`config.mk`:
```
export PLATFORM = sky130hd
export DESIGN_NAME = rat_uart_tx_port
export DESIGN_NICKNAME = d
export VERILOG_FILES = /design/src/rtl/rat_io_pkg.sv /design/src/rtl/rat_sync_fifo.sv /design/src/rtl/rat_uart_tx_port.sv
export SDC_FILE = /design/constraint.sdc
export NUM_CORES = 1
export LEC_CHECK = 0
export BUFFER_PORTS_ARGS = -buffer_cell sky130_fd_sc_hd__buf_2
export CAP_MARGIN = 5
export CORE_ASPECT_RATIO = 0.75
export CORE_MARGIN = 5
export CORE_UTILIZATION = 63
export DETAILED_ROUTE_END_ITERATION = 7
export GPL_TIMING_DRIVEN = 0
export MAX_ROUTING_LAYER = met4
export PLACE_DENSITY = 0.84
export SETUP_SLACK_MARGIN = 0.3
export SLEW_MARGIN = 10
export SYNTH_ARGS = -nofsm -noshare
export SYNTH_HDL_FRONTEND = slang
export SYNTH_SLANG_ARGS = --single-unit
```
`constraint.sdc`:
```
create_clock -name CLK -period 3.98 [get_ports CLK]
set_input_delay 0.995 -clock CLK [delete_from_list [all_inputs] [get_ports CLK]]
set_output_delay 0.995 -clock CLK [all_outputs]
set_load 0.03 [all_outputs]
```
`src/rtl/rat_io_pkg.sv`:
```
// Shared types and constants for the RAT CPU I/O peripherals.
package rat_io_pkg;

    typedef enum logic [1:0] {IDLE, START, DATA, STOP} uart_tx_state_t;

    localparam int ST_BUSY  = 0;
    localparam int ST_EMPTY = 1;
    localparam int ST_FULL  = 2;
    localparam int ST_OVR   = 3;

    localparam logic [7:0] DEF_DATA_PORT_ID = 8'h40;
    localparam logic [7:0] DEF_STAT_PORT_ID = 8'h41;

endpackage

```
`src/rtl/rat_sync_fifo.sv`:
```
// Small first-word-fall-through FIFO; a push while full is accepted only
// when a pop frees an entry in the same cycle.
module rat_sync_fifo #(
    parameter int WIDTH = 8,
    parameter int DEPTH = 4
) (
    input  logic             CLK,
    input  logic             RESET_N,
    input  logic             push,
    input  logic             pop,
    input  logic [WIDTH-1:0] din,
    output logic [WIDTH-1:0] dout,
    output logic             full,
    output logic             empty
);

    localparam int AW = $clog2(DEPTH);
    localparam logic [AW:0] FULL_CNT = (AW+1)'(DEPTH);

    logic [WIDTH-1:0] mem [DEPTH];
    logic [AW-1:0]    wr_ptr;
    logic [AW-1:0]    rd_ptr;
    logic [AW:0]      count;
    logic             do_push;
    logic             do_pop;

    assign full    = (count == FULL_CNT);
    assign empty   = (count == '0);
    assign do_pop  = pop && !empty;
    assign do_push = push && (!full || do_pop);
    assign dout    = mem[rd_ptr];

    always_ff @(posedge CLK or negedge RESET_N) begin
        if (!RESET_N) begin
            wr_ptr <= '0;
            rd_ptr <= '0;
            count  <= '0;
        end else begin
            if (do_push) wr_ptr <= wr_ptr + AW'(1);
            if (do_pop)  rd_ptr <= rd_ptr + AW'(1);
            if (do_push && !do_pop)      count <= count + (AW+1)'(1);
            else if (do_pop && !do_push) count <= count - (AW+1)'(1);
        end
    end

    // Storage carries data only, so it is left out of reset.
    always_ff @(posedge CLK) begin
        if (do_push) mem[wr_ptr] <= din;
    end

endmodule

```
`src/rtl/rat_uart_tx_port.sv`:
```
// RAT CPU output port: OUT writes queue bytes that are sent 8N1 on TX,
// IN from the status port reports {OVR, FULL, EMPTY, BUSY}.
module rat_uart_tx_port
    import rat_io_pkg::*;
#(
    parameter int         CLKS_PER_BIT = 868,
    parameter int         FIFO_DEPTH   = 4,
    parameter logic [7:0] DATA_PORT_ID = DEF_DATA_PORT_ID,
    parameter logic [7:0] STAT_PORT_ID = DEF_STAT_PORT_ID
) (
    input  logic       CLK,
    input  logic       RESET_N,
    input  logic       IO_STRB,
    input  logic [7:0] PORT_ID,
    input  logic [7:0] OUT_PORT,
    output logic [7:0] IN_PORT,
    output logic       INTR,
    output logic       TX
);

    localparam int CW = $clog2(CLKS_PER_BIT);
    localparam logic [CW-1:0] CNT_MAX = CW'(CLKS_PER_BIT - 1);

    uart_tx_state_t state, state_nxt;
    logic [CW-1:0]  cnt, cnt_nxt;
    logic [2:0]     idx, idx_nxt;
    logic [7:0]     shift, shift_nxt;
    logic           tx_q, tx_nxt;
    logic           intr_q, intr_nxt;
    logic           ovr, ie;
    logic           wr_data, wr_stat;
    logic           fifo_pop, fifo_full, fifo_empty;
    logic [7:0]     fifo_dout;
    logic           cnt_end;

    assign wr_data = IO_STRB && (PORT_ID == DATA_PORT_ID);
    assign wr_stat = IO_STRB && (PORT_ID == STAT_PORT_ID);
    assign cnt_end = (cnt == CNT_MAX);
    assign TX      = tx_q;
    assign INTR    = intr_q;

    rat_sync_fifo #(.WIDTH(8), .DEPTH(FIFO_DEPTH)) u_fifo (
        .CLK     (CLK),
        .RESET_N (RESET_N),
        .push    (wr_data),
        .pop     (fifo_pop),
        .din     (OUT_PORT),
        .dout    (fifo_dout),
        .full    (fifo_full),
        .empty   (fifo_empty)
    );

    always_comb begin
        IN_PORT = 8'h00;
        if (PORT_ID == STAT_PORT_ID) begin
            IN_PORT[ST_OVR]   = ovr;
            IN_PORT[ST_FULL]  = fifo_full;
            IN_PORT[ST_EMPTY] = fifo_empty;
            IN_PORT[ST_BUSY]  = (state != IDLE);
        end
    end

    always_comb begin
        state_nxt = state;
        cnt_nxt   = cnt;
        idx_nxt   = idx;
        shift_nxt = shift;
        tx_nxt    = tx_q;
        intr_nxt  = 1'b0;
        fifo_pop  = 1'b0;
        case (state)
            IDLE: begin
                if (!fifo_empty) begin
                    fifo_pop  = 1'b1;
                    shift_nxt = fifo_dout;
                    tx_nxt    = 1'b0;
                    cnt_nxt   = '0;
                    state_nxt = START;
                end
            end
            START: begin
                if (cnt_end) begin
                    cnt_nxt   = '0;
                    tx_nxt    = shift[0];
                    idx_nxt   = 3'd0;
                    state_nxt = DATA;
                end else begin
                    cnt_nxt = cnt + CW'(1);
                end
            end
            DATA: begin
                if (cnt_end) begin
                    cnt_nxt = '0;
                    if (idx == 3'd7) begin
                        tx_nxt    = 1'b1;
                        state_nxt = STOP;
                    end else begin
                        shift_nxt = {1'b0, shift[7:1]};
                        tx_nxt    = shift[1];
                        idx_nxt   = idx + 3'd1;
                    end
                end else begin
                    cnt_nxt = cnt + CW'(1);
                end
            end
            STOP: begin
                if (cnt_end) begin
                    cnt_nxt = '0;
                    // Chain straight into the next frame so queued bytes leave with no idle gap.
                    if (!fifo_empty) begin
                        fifo_pop  = 1'b1;
                        shift_nxt = fifo_dout;
                        tx_nxt    = 1'b0;
                        state_nxt = START;
                    end else begin
                        intr_nxt  = ie;
                        state_nxt = IDLE;
                    end
                end else begin
                    cnt_nxt = cnt + CW'(1);
                end
            end
            default: state_nxt = IDLE;
        endcase
    end

    always_ff @(posedge CLK or negedge RESET_N) begin
        if (!RESET_N) begin
            state  <= IDLE;
            cnt    <= '0;
            idx    <= 3'd0;
            tx_q   <= 1'b1;
            intr_q <= 1'b0;
            ovr    <= 1'b0;
            ie     <= 1'b0;
        end else begin
            state  <= state_nxt;
            cnt    <= cnt_nxt;
            idx    <= idx_nxt;
            tx_q   <= tx_nxt;
            intr_q <= intr_nxt;
            if (wr_data && fifo_full && !fifo_pop) ovr <= 1'b1;
            else if (wr_stat && OUT_PORT[0])       ovr <= 1'b0;
            if (wr_stat) ie <= OUT_PORT[1];
        end
    end

    always_ff @(posedge CLK) begin
        shift <= shift_nxt;
    end

endmodule

```
Yosys cells after proc, flatten, opt, wreduce, memory -nomap -nowiden:

Memory sizes are Yosys's and may differ from the RTL's.
Cells that the tools add are included.

* register bits after elaboration: 34
* input bits: 19
* latch bits: 0
* memories: 1
* memory bits (read-only): 0
* logic and storage cells: 97
* output and inout bits: 10
* RAM bits: 32

* add/subtract/negate cells: 6
* equal/unequal tests: 14
* shift operators: 0
* bitwise gates (word level): 0
* reductions and logical operators: 27
* divide/modulo/power cells: 0
* order comparisons: 0
* multiplexer cells: 38
* multipliers: 0

Memory list
* u_fifo.mem: depth 4, width 8, read ports 1, clocked after memory_dff 0, write ports 1, line rat_sync_fifo.sv:20 `logic [WIDTH-1:0] mem [DEPTH];`

Operators with widths (count)
* $mux 8: 4
* $pmux 8 s3: 1
* $mux 10: 2
* $pmux 10 s2: 1
* $eq 8x7->1 const B: 2
* $mux 1: 15
* $mux 3: 5
* $ne 2x2->1 const B: 6
* $add 10x1->10 const B: 1
* $eq 10x10->1 const B: 1
* $mux 2: 5
* $logic_and 1x1->1: 9
* $pmux 2 s4: 1
* $reduce_and 4->1: 2
* $reduce_bool 2->1: 4
* $add 3x1->3 const B: 2
* $eq 3x3->1 const B: 2
* $pmux 3 s2: 1
* $logic_not 1->1: 5
* $reduce_and 5->1: 1
* $add 2x1->2 const B: 2
* $eq 2x2->1 const B: 2
* $mux 4: 1
* $pmux 1 s4: 1
* other kinds (9): 9

Longest topological paths before layout:

Gate-level depths: netlist of run 1.

* word-level depth: 11
* mapped depth: 10
* gate-level depth less buffers: 10

Modules after synthesis:

From an unflattened synthesis of run 1, not the netlist that was laid out.

* cells, all modules: 239
* area, all modules: 3194.3 um^2

By module, submodules not included
* rat_uart_tx_port: instances 1, cells each 162, area each 1602.8 um^2, seq. area each 716.9 um^2
* rat_sync_fifo: instances 1, cells each 77, area each 1591.5 um^2, seq. area each 1136.1 um^2

Worst setup path before layout of run 1:

OpenSTA, ideal clock, no wires.

* kind: input to output
* from: input port PORT_ID[5]
* to: output port IN_PORT[2]
* arrival: 2.400 ns
* stages: 3
* buffers on the path: 0
* data required time: 2.985 ns
* slack: 0.585 ns
* path through: or4b_1 -> or3_1 -> nor2_1

* word-level cells in the longest chain between the ends: 2

RTL lines
* from (decl): line rat_uart_tx_port.sv:14 `input logic [7:0] PORT_ID,`
* $eq 8x7->1: line rat_uart_tx_port.sv:55 `if (PORT_ID == STAT_PORT_ID) begin`
* $mux 4: line rat_uart_tx_port.sv:55
* to (decl): line rat_uart_tx_port.sv:16 `output logic [7:0] IN_PORT,`

No other way between the ends.

Worst setup path in the final report of run 1:

Same ends and word-level chain as after synthesis.

==> summary.md, run 1 <==
| Metric | Value |
|---|---|
| Status | `completed` |
| DR iter-0 viols | `217` |
| DRC Markers | `0` |
| EDFF count, synth | `40` |
| Clock transition at path regs | `0.07 ns` |
| Post-cts resize count | `0` |
| Final Hold Viols | `0` |
| Core Box Area | `4870 um^2` |
| Hold WC Path Type | `reg2reg` |
| Hold_buf cts | `0` |
| Post-Synth XOR/XNOR Area | `0.0221` |
| VDD IR-drop max | `0.281 mV` |
| Share of post-route cells with drive strength above 1 | `0.263` |
| Unrepaired setup endpoints after global routing | `false` |
| Fin crit period | `3.40 ns` |
| Final Core Density | `0.743` |
| First-pass GRT wire length | `10500 um` |
| Max-slew violations | `0` |
| Synth top area share | `0.379` |
| GRT Overall Usage | `0.220` |
| First-pass DRT Iterations | `5` |
| Multi-input logic area | `1240 um^2` |
| Mean Syn Cell Area | `about 13 um^2` |
| Setup bufs post-CTS | `0` |
| Synth Area in Simple Gates | `0.121` |
| FILL cells | `316` |
| GRT Residual Overflow | `0` |
| Via count | `2077` |
| Final period utilization | `0.855` |
| Die height | `71.4 um` |
| Port Buf Inserts | `24` |
| Seq/Total Area, Yosys | `0.585` |
| Finished Layout Cells | `338` |
| Post-Synth Adder-Cell Area | `0.0577` |
| Final wirelength | `6280 um` |
| Post-synth top cells | `40 x edfxtp_1, 25 x dfrtp_1, 19 x nand2_1` |
| Die W | `91.9 um` |
| Area Overhead vs Synth | `14.3%` |
| Mux share of post-synthesis cell area | `0.0723` |
| FF+latch count, synth | `66` |
| CP max FO | `4` |
| CP startpoint kind | `primary input` |
| Die Area | `~6600 um^2` |
| Hpwl dp | `between 4000 and 5000 um` |
| Ranking of synthesized cells by area | `edfxtp_1 38%, dfrtp_1 20%, mux4_2 5.7%` |
| Rel. slew slack | `0.197` |
| Largest net degree at the start of global routing | `27` |
| Most used DFF post-synth | `edfxtp_1` |
| Gate Count Post-Synth | `roughly 240` |
| Max-cap viol count | `0` |
| IO Pins | `29` |
| Vias in the first global route | `2016` |
| ANT nets after route | `0` |
| Nets | `roughly 310` |
| Worst-skew pair later-pin latency | `0.35 ns` |
| Clk root buf | `clkbuf_8` |
| FMAX | `294 MHz` |
| Post-synth cell types | `51` |
| Mean routed wirelength per cell | `18.6 um` |
| YS warnings | `0` |
| Rows | `22` |
| Clk sinks | `66` |
| Global placement routability congestion | `0.788` |
| Worst-Margin Slew | `1.19 ns` |
| Post-Place Worst Slack | `0.525 ns` |
| Synth Cell Area | `3170 um^2` |
| Vias/cell | `6.14` |
| Critical path arrival | `2.41 ns` |
| Final setup violation count | `0` |
| FF+latch area | `1850 um^2` |
| Combinational family with the most area after synthesis | `simple AND/OR/NAND/NOR gates` |
| Area fraction in compound gates after synthesis | `0.114` |
| Total CTS buffers | `9` |
| Accumulated negative setup slack | `0 ns` |
| Crit. End Element | `output pin` |
| Clock Path Buffers | `2` |
| Initial antenna violation count | `0` |
| CTS tree | `done` |
| Clock Skew | `0.0113 ns` |
| Post-Place Cells | `about 320` |
| ANT cells | `0` |
| PnR worst setup slack | `a little under 0.6 ns` |
| Synth area leader | `edfxtp_1` |
| H-tree depth | `3` |
| P per Cell Area | `408 nW/um^2` |
| Initial Util | `0.650` |
| Most frequent cell after synthesis | `edfxtp_1` |
| Synth async-reset ratio | `0.394` |
| Required @ worst endpoint | `2.98 ns` |
| Pleak | `1.42 nW` |
| Classification of the worst setup path | `in2out` |
## cell usage in the layout, fill, tap and decap left out, types with 2 or more instances in the layout
cell type  instances
inv_1             10
xnor2_1            5
conb_1             4
and3_1             2
a31oi_1            3
inv_6              3
clkbuf_8           9
edfxtp_1          40
nor4b_1            2
a32o_1             2
o31ai_2            2
o31ai_1            2
clkbuf_1           3
or3_1              4
ha_1              13
o21ai_0           11
a21oi_1            5
bufinv_16          3
dfrtp_1           25
and2_1             2
nand2_1           19
nand3_1            5
mux4_2             8
mux2_2             3
nor3_1             6
and2_2             4
nor2_1            14
buf_2             25
a22o_1            12
buf_4              4
o211ai_1           2
xor2_1             3
## stage by stage
| stage | total power, mW | area, um^2 | hold slack [ns] |
|---|---|---|---|
| CTS | 1.49 | 3620 | 0.511 |
| global route | 1.54 | 3620 | 0.547 |
| finish | 1.48 | 3620 | 0.512 |
| detailed placement | 0.794 | 3370 | 0.491 |
| floorplan | 0.770 | 3180 | 0.458 |
| global placement | 0.790 | 3370 | 0.471 |
## worst max-delay path, stage by stage
cell    delay (ns)
buf_2         0.09
or4b_1        0.61
or3_1         0.39
nor2_1        0.12
buf_2         0.20
## cell families after synthesis
| logic type | Yosys count |
|---|---|
| simple gates | 70 |
| flops | 66 |
| other cells | 1 |
| buf+inv | 18 |
| xor+xnor | 8 |
| mux | 12 |
| fa+ha+maj | 14 |
| compound gates | 46 |
## power by group
group / total (mW) / internal [mW] / leakage, nW / switching (mW)
logic: 0.0440 / 0.0176 / 0.615 / 0.0264
clock network: 0.699 / 0.422 / 0.121 / 0.277
registers: 0.736 / 0.729 / 0.683 / 0.00650
## layer usage
metal  part of all wire  track usage  vias up
met5                  0            -        -
met4             0.0067       0.0544        0
met3              0.067       0.0735        6
met2               0.45        0.311       85
met1               0.47        0.311     1027
li1                   -            -      959
## registers in the layout (all words and copies together) (netlist names)
register / count
TX: 1
u_fifo.count: 3
cnt: 10
u_fifo.rd_ptr: 2
INTR: 1
state: 2
shift: 8
u_fifo.wr_ptr: 2
idx: 3
ie: 1
ovr: 1
u_fifo.mem: 32
## cell type report
type | instances | area share
sequential | 66 | 0.512
buffer | 8 | 0.0128
multi-input combinational | 154 | 0.343
timing repair buffer | 24 | 0.0332
tap | 60 | 0.0207
inverter | 10 | 0.0104
clock buffer | 9 | 0.0342
clock inverter | 7 | 0.0342
## path summary, 6_finish.rpt
| check | from | end | slack [ns] | cells past startpoint |
|---|---|---|---|---|
| max | PORT_ID[5] | IN_PORT[2] | 0.58 | 5 |
| min | ie | ie | 0.51 | 1 |
| max reg2reg | cnt[0] | u_fifo.count[2] | 1.04 | 10 |
| min reg2reg | ie | ie | 0.51 | 1 |
| max in group asynchronous | RESET_N | cnt[1] | 2.92 | 1 |
| min in group asynchronous | RESET_N | INTR | 0.65 | 1 |
Note: power is estimated with default switching activity, not from simulation.
==> inputs of run 2 (changes only) <==
Settings changed: PLACE_DENSITY 0.84 to default, PLACE_DENSITY_LB_ADDON from default to 0.25.
==> summary.md, run 2 (same netlist as run 1, synthesis figures left out) <==
| Metric | Value |
|---|---|
| CTS tree | `done` |
| Critical path arrival | `2.40 ns (about the same)` |
| Port Buf Inserts | `24 (unchanged)` |
| FF+latch area | `1850 um^2 (unchanged)` |
| Largest net degree at the start of global routing | `27 (unchanged)` |
| Total chip power | `1.46 mW (-1.4%)` |
| Area Overhead vs Synth | `14.5%` |
| DRC Markers | `0 (unchanged)` |
| Rows | `22 (unchanged)` |
| Worst-skew pair later-pin latency | `0.33 ns (-0.02 ns)` |
| VDD IR-drop max | `0.370 mV (+32%)` |
| Clock Path Buffers | `2 (unchanged)` |
| Crit. End Element | `output pin` |
| GRT Residual Overflow | `0 (unchanged)` |
| Share of post-route cells with drive strength above 1 | `0.263 (unchanged)` |
| CP startpoint kind | `primary input` |
| Accumulated negative setup slack | `0 ns (unchanged)` |
| FMAX | `295 MHz (+0.21%)` |
| Clock transition at path regs | `0.07 ns (about the same)` |
| Mean routed wirelength per cell | `16.3 um (-12%)` |
| Hpwl dp | `3990 um (-10%)` |
| Post-cts resize count | `0 (unchanged)` |
| Required @ worst endpoint | `2.98 ns (about the same)` |
| Most frequent cells in the layout | `40 x edfxtp_1, 25 x dfrtp_1, 25 x buf_2` |
| Classification of the worst setup path | `in2out` |
| Die height | `71.4 um (unchanged)` |
| First-pass GRT wire length | `9470 um (-9.9%)` |
| CP max FO | `4 (unchanged)` |
| Unrepaired setup endpoints after global routing | `false` |
| Global placement routability congestion | `0.869 (+10%)` |
| GRT Overall Usage | `0.196 (-0.0244)` |
| Clock Skew | `0.00805 ns (-0.00326 ns)` |
| P per Cell Area | `402 nW/um^2 (-1.5%)` |
| Die W | `91.9 um (unchanged)` |
| Total CTS buffers | `9 (unchanged)` |
| Top flop regs | `u_fifo.mem (32), cnt (10), shift (8)` |
| Initial antenna violation count | `0 (unchanged)` |
| Setup bufs post-CTS | `0 (unchanged)` |
| Hold_buf cts | `0 (unchanged)` |
| First-pass DRT Iterations | `4 (-1)` |
| Nets | `306 (unchanged)` |
| Pleak | `1.42 nW (-0.15%)` |
| H-tree depth | `3 (unchanged)` |
| Core Box Area | `4870 um^2 (unchanged)` |
| Initial Util | `0.650 (unchanged)` |
| Clk sinks | `66 (unchanged)` |
| Via count | `1946 (-6.3%)` |
| Final period utilization | `0.853 (-0.00177)` |
| Fin crit period | `3.40 ns (-0.00705 ns)` |
| Rel. slew slack | `0.233 (+0.0355)` |
| Worst-Margin Slew | `1.14 ns (-0.0525 ns)` |
| IO Pins | `29 (unchanged)` |
| Die Area | `6560 um^2 (unchanged)` |
| Most flops, register | `u_fifo.mem` |
| DR iter-0 viols | `112 (-48%)` |
| ANT nets after route | `0 (unchanged)` |
| Vias in the first global route | `1949 (-3.3%)` |
| Clk root buf | `clkbuf_8` |
| Status | `completed` |
| Max-slew violations | `0 (unchanged)` |
| Final wirelength | `5500 um (-12%)` |
| FILL cells | `311 (-1.6%)` |
| ANT cells | `0 (unchanged)` |
| Most common cell after layout, fill and taps aside | `edfxtp_1` |
| Vias/cell | `5.76 (-6.3%)` |
| Hold WC Path Type | `reg2reg` |
| Max FFs per register | `32 (unchanged)` |
| Max-cap viol count | `0 (unchanged)` |
| Final setup violation count | `0 (unchanged)` |
| Multi-input logic area | `1240 um^2 (unchanged)` |
| Final Hold Viols | `0 (unchanged)` |
==> run 2: cell types whose count changed in the layout (fill, tap and decap cells not counted) <==
cell,delta
clkinvlp_4,+1
inv_6,-3
clkbuf_8,+1
clkinv_4,+1
==> run 2: cell type report <==
cell class,count,area share
buffer,8,0.0128
clock buffer,10,0.0380
clock inverter,6,0.0314
inverter,10,0.0104
multi-input combinational,154,0.343
sequential,66,0.511
tap,60,0.0207
timing repair buffer,24,0.0331
==> run 2: final timing paths <==
kind	cells past startpoint	startpoint	slack, ns	end
worst max-delay path	5	PORT_ID[5]	0.58	IN_PORT[1]
worst min-delay path	1	ie	0.51	ie
worst max register to register	10	cnt[0]	1.10	u_fifo.count[2]
worst min register to register	1	ie	0.51	ie
max in group asynchronous	1	RESET_N	2.91	u_fifo.rd_ptr[1]
min in group asynchronous	1	RESET_N	0.66	ie
==> run 2: per-layer routing <==
metal / global-route usage / wire, um
met3: 0.0714 / 320
met2: 0.254 / 2320
met5: - / 0
met4: 0.0527 / 44
met1: 0.291 / 2820
==> run 2: worst max-delay path: stages <==
cell	delay, ns
buf_2	0.09
or4b_1	0.61
or3_1	0.38
nor2_1	0.11
buf_2	0.21
==> run 2: where the power goes <==
part	internal, mW	switching, mW	total [mW]
clock network	0.434	0.247	0.681
registers	0.730	0.00591	0.736
logic	0.0169	0.0245	0.0415
total	1.18	0.278	1.46
==> run 2: metrics by stage <==
stage               setup slack [ns]  hold slack (ns)  area, um^2  cells  utilization
global placement               0.603            0.474        3370    322        0.693
detailed placement             0.590            0.492        3370    322        0.693
floorplan                      0.585            0.458        3180    238            -
global route                   0.473            0.530        3630    338        0.744
CTS                            0.592            0.508        3630    338        0.744
finish                         0.585            0.510        3630    338        0.744
==> inputs of run 3 (changes only) <==
Settings changed: GPL_TIMING_DRIVEN 0 to default.
==> summary.md, run 3 (same netlist as run 1, synthesis figures left out) <==
| Metric | Value |
|---|---|
| Status | `completed` |
| Rel. slew slack | `0.580 (+0.348)` |
| CP top delay family | `simple AND/OR/NAND/NOR gates` |
| Hold_buf cts | `0 (unchanged)` |
| Largest net degree at the start of global routing | `27 (unchanged)` |
| Final wirelength | `5620 um (+2.2%)` |
| Port Buf Inserts | `24 (unchanged)` |
| Worst-skew pair later-pin latency | `0.33 ns (about the same)` |
| Critical path arrival | `2.40 ns (about the same)` |
| R2R Path End | `u_fifo.count[1]` |
| ANT cells | `0 (unchanged)` |
| Global placement routability congestion | `0.793 (-8.8%)` |
| Clk sinks | `66 (unchanged)` |
| Vias in the first global route | `1933 (-0.82%)` |
| Share of post-route cells with drive strength above 1 | `0.240 (-0.0227)` |
| Via count | `2015 (+3.5%)` |
| Clock Skew | `0.0111 ns (+0.00306 ns)` |
| Most flops, register | `u_fifo.mem` |
| Die height | `71.4 um (unchanged)` |
| ANT nets after route | `0 (unchanged)` |
| Vias/cell | `6.09 (+5.7%)` |
| Worst path max stage delay | `0.61 ns (about the same)` |
| GRT Overall Usage | `0.201 (+0.00466)` |
| Reg-to-reg setup timing slack | `1.03 ns (-0.07 ns)` |
| VDD IR-drop max | `0.225 mV (-39%)` |
| GR Util met3 | `0.0640 (-0.00735)` |
| Post-cts resize count | `0 (unchanged)` |
| Nets | `300 (-2.0%)` |
| Top flop regs | `u_fifo.mem (32), cnt (10), shift (8)` |
| Met2 Resource Use GR | `0.273 (+0.0186)` |
| Rows | `22 (unchanged)` |
| Post-layout instance area | `3540 um^2 (-2.3%)` |
| Pleak | `1.38 nW (-2.6%)` |
| Hold WC Path Type | `reg2reg` |
| Area Overhead vs Synth | `11.8%` |
| First-pass GRT wire length | `9750 um (+3.0%)` |
| Crit Reg-Reg Startpoint | `cnt[0]` |
| Hpwl dp | `4050 um (+1.7%)` |
| Clk root buf | `clkbuf_8` |
| DRC Markers | `0 (unchanged)` |
| Die Area | `6560 um^2 (unchanged)` |
| Die W | `91.9 um (unchanged)` |
| Final period utilization | `0.852 (-0.00112)` |
| Met1 usage | `0.292 (+0.00100)` |
| Most common cell after layout, fill and taps aside | `edfxtp_1` |
| Unrepaired setup endpoints after global routing | `false` |
| GRT Residual Overflow | `0 (unchanged)` |
| Crit. End Element | `output pin` |
| FILL cells | `324 (+4.2%)` |
| Final setup violation count | `0 (unchanged)` |
| Buf/Inv on CP | `2 (unchanged)` |
| Most Frequent Cell on Critical Path | `buf_2` |
| P per Cell Area | `380 nW/um^2 (-5.5%)` |
| Reg2reg path depth | `8 (-2)` |
| Total CTS buffers | `9 (unchanged)` |
| Classification of the worst setup path | `in2out` |
| Cell Chain, Critical Path | `buf_2 > or4b_1 > nor3_1 > and2_1 > buf_2` |
| CTS tree | `done` |
| FMAX | `295 MHz (+0.13%)` |
| Max FFs per register | `32 (unchanged)` |
| Critical Path Start | `PORT_ID[5]` |
| Accumulated negative setup slack | `0 ns (unchanged)` |
| Most frequent cells in the layout | `40 x edfxtp_1, 25 x dfrtp_1, 24 x buf_2` |
| Mean routed wirelength per cell | `17.0 um (+4.3%)` |
| Max-slew violations | `0 (unchanged)` |
| CP max FO | `4 (unchanged)` |
| Slowest cell on the critical path | `or4b_1` |
| Placed inst area | `3340 um^2 (-0.93%)` |
| Core Box Area | `4870 um^2 (unchanged)` |
| Multi-input logic area | `1240 um^2 (unchanged)` |
| Worst-Margin Slew | `0.629 ns (-0.506 ns)` |
| Crit path to | `IN_PORT[3]` |
| H-tree depth | `3 (unchanged)` |
| Clock transition at path regs | `0.06 ns (about the same)` |
| Clock Path Buffers | `2 (unchanged)` |
| FF+latch area | `1850 um^2 (unchanged)` |
| Fin crit period | `3.39 ns (-0.00445 ns)` |
| IO Pins | `29 (unchanged)` |
| Critical path depth in cells | `5 (unchanged)` |
| Setup bufs post-CTS | `0 (unchanged)` |
| Most Crowded Layer GR | `met1` |
| Max-cap viol count | `0 (unchanged)` |
| DR iter-0 viols | `164 (+46%)` |
| CP startpoint kind | `primary input` |
| Initial antenna violation count | `0 (unchanged)` |
| Initial Util | `0.650 (unchanged)` |
| Final Hold Viols | `0 (unchanged)` |
| First-pass DRT Iterations | `4 (unchanged)` |
| Required @ worst endpoint | `2.98 ns (about the same)` |
-- run 3: worst min-delay path by stage --
stage                     depth (start not counted)     end    from  slack, ns
final                                             1     ovr     ovr       0.51
after global routing                              1      ie      ie       0.53
after CTS                                         1      ie      ie       0.51
after detailed placement                          1  idx[2]  idx[2]       0.49
after global placement                            1     ovr     ovr       0.47
after floorplan                                   1     ovr     ovr       0.46
-- run 3: report_power, final --
group | switching [mW] | internal, mW
logic | 0.0239 | 0.0146
clock network | 0.226 | 0.345
registers | 0.00641 | 0.730
-- run 3: through the flow --
step | util | instances | setup slack, ns | hold WS, ns | power (mW)
2_1_floorplan | - | 238 | 0.585 | 0.458 | 0.770
3_3_place_gp | 0.686 | 316 | 0.597 | 0.475 | 0.788
3_5_place_dp | 0.686 | 316 | 0.580 | 0.488 | 0.790
4_1_cts | 0.727 | 331 | 0.577 | 0.508 | 1.36
5_1_grt | 0.727 | 331 | 0.465 | 0.530 | 1.41
6_report | 0.727 | 331 | 0.589 | 0.506 | 1.35
-- run 3: per-layer routing --
layer / share of wire / wire, um
met4: 0.012 / 65
met3: 0.067 / 374
met1: 0.48 / 2710
met2: 0.44 / 2470
met5: 0 / 0
-- run 3: worst reg2reg max path, stage by stage, from the launching register on --
cell and delay [ns]:
dfrtp_1 0.42, ha_1 0.27, nand4b_1 0.29, nor4_2 0.58, o21ai_1 0.25, ha_1 0.28, inv_1 0.07, fa_1 0.40
mux2_2 0.26
-- run 3: final cells by class --
cell class | instances | area share
clock buffers | 11 | 0.0371
clock inverters | 4 | 0.0191
inverters | 10 | 0.0106
multi-input cells | 154 | 0.351
flip-flops and latches | 66 | 0.523
well taps | 60 | 0.0212
repair buffers | 26 | 0.0381
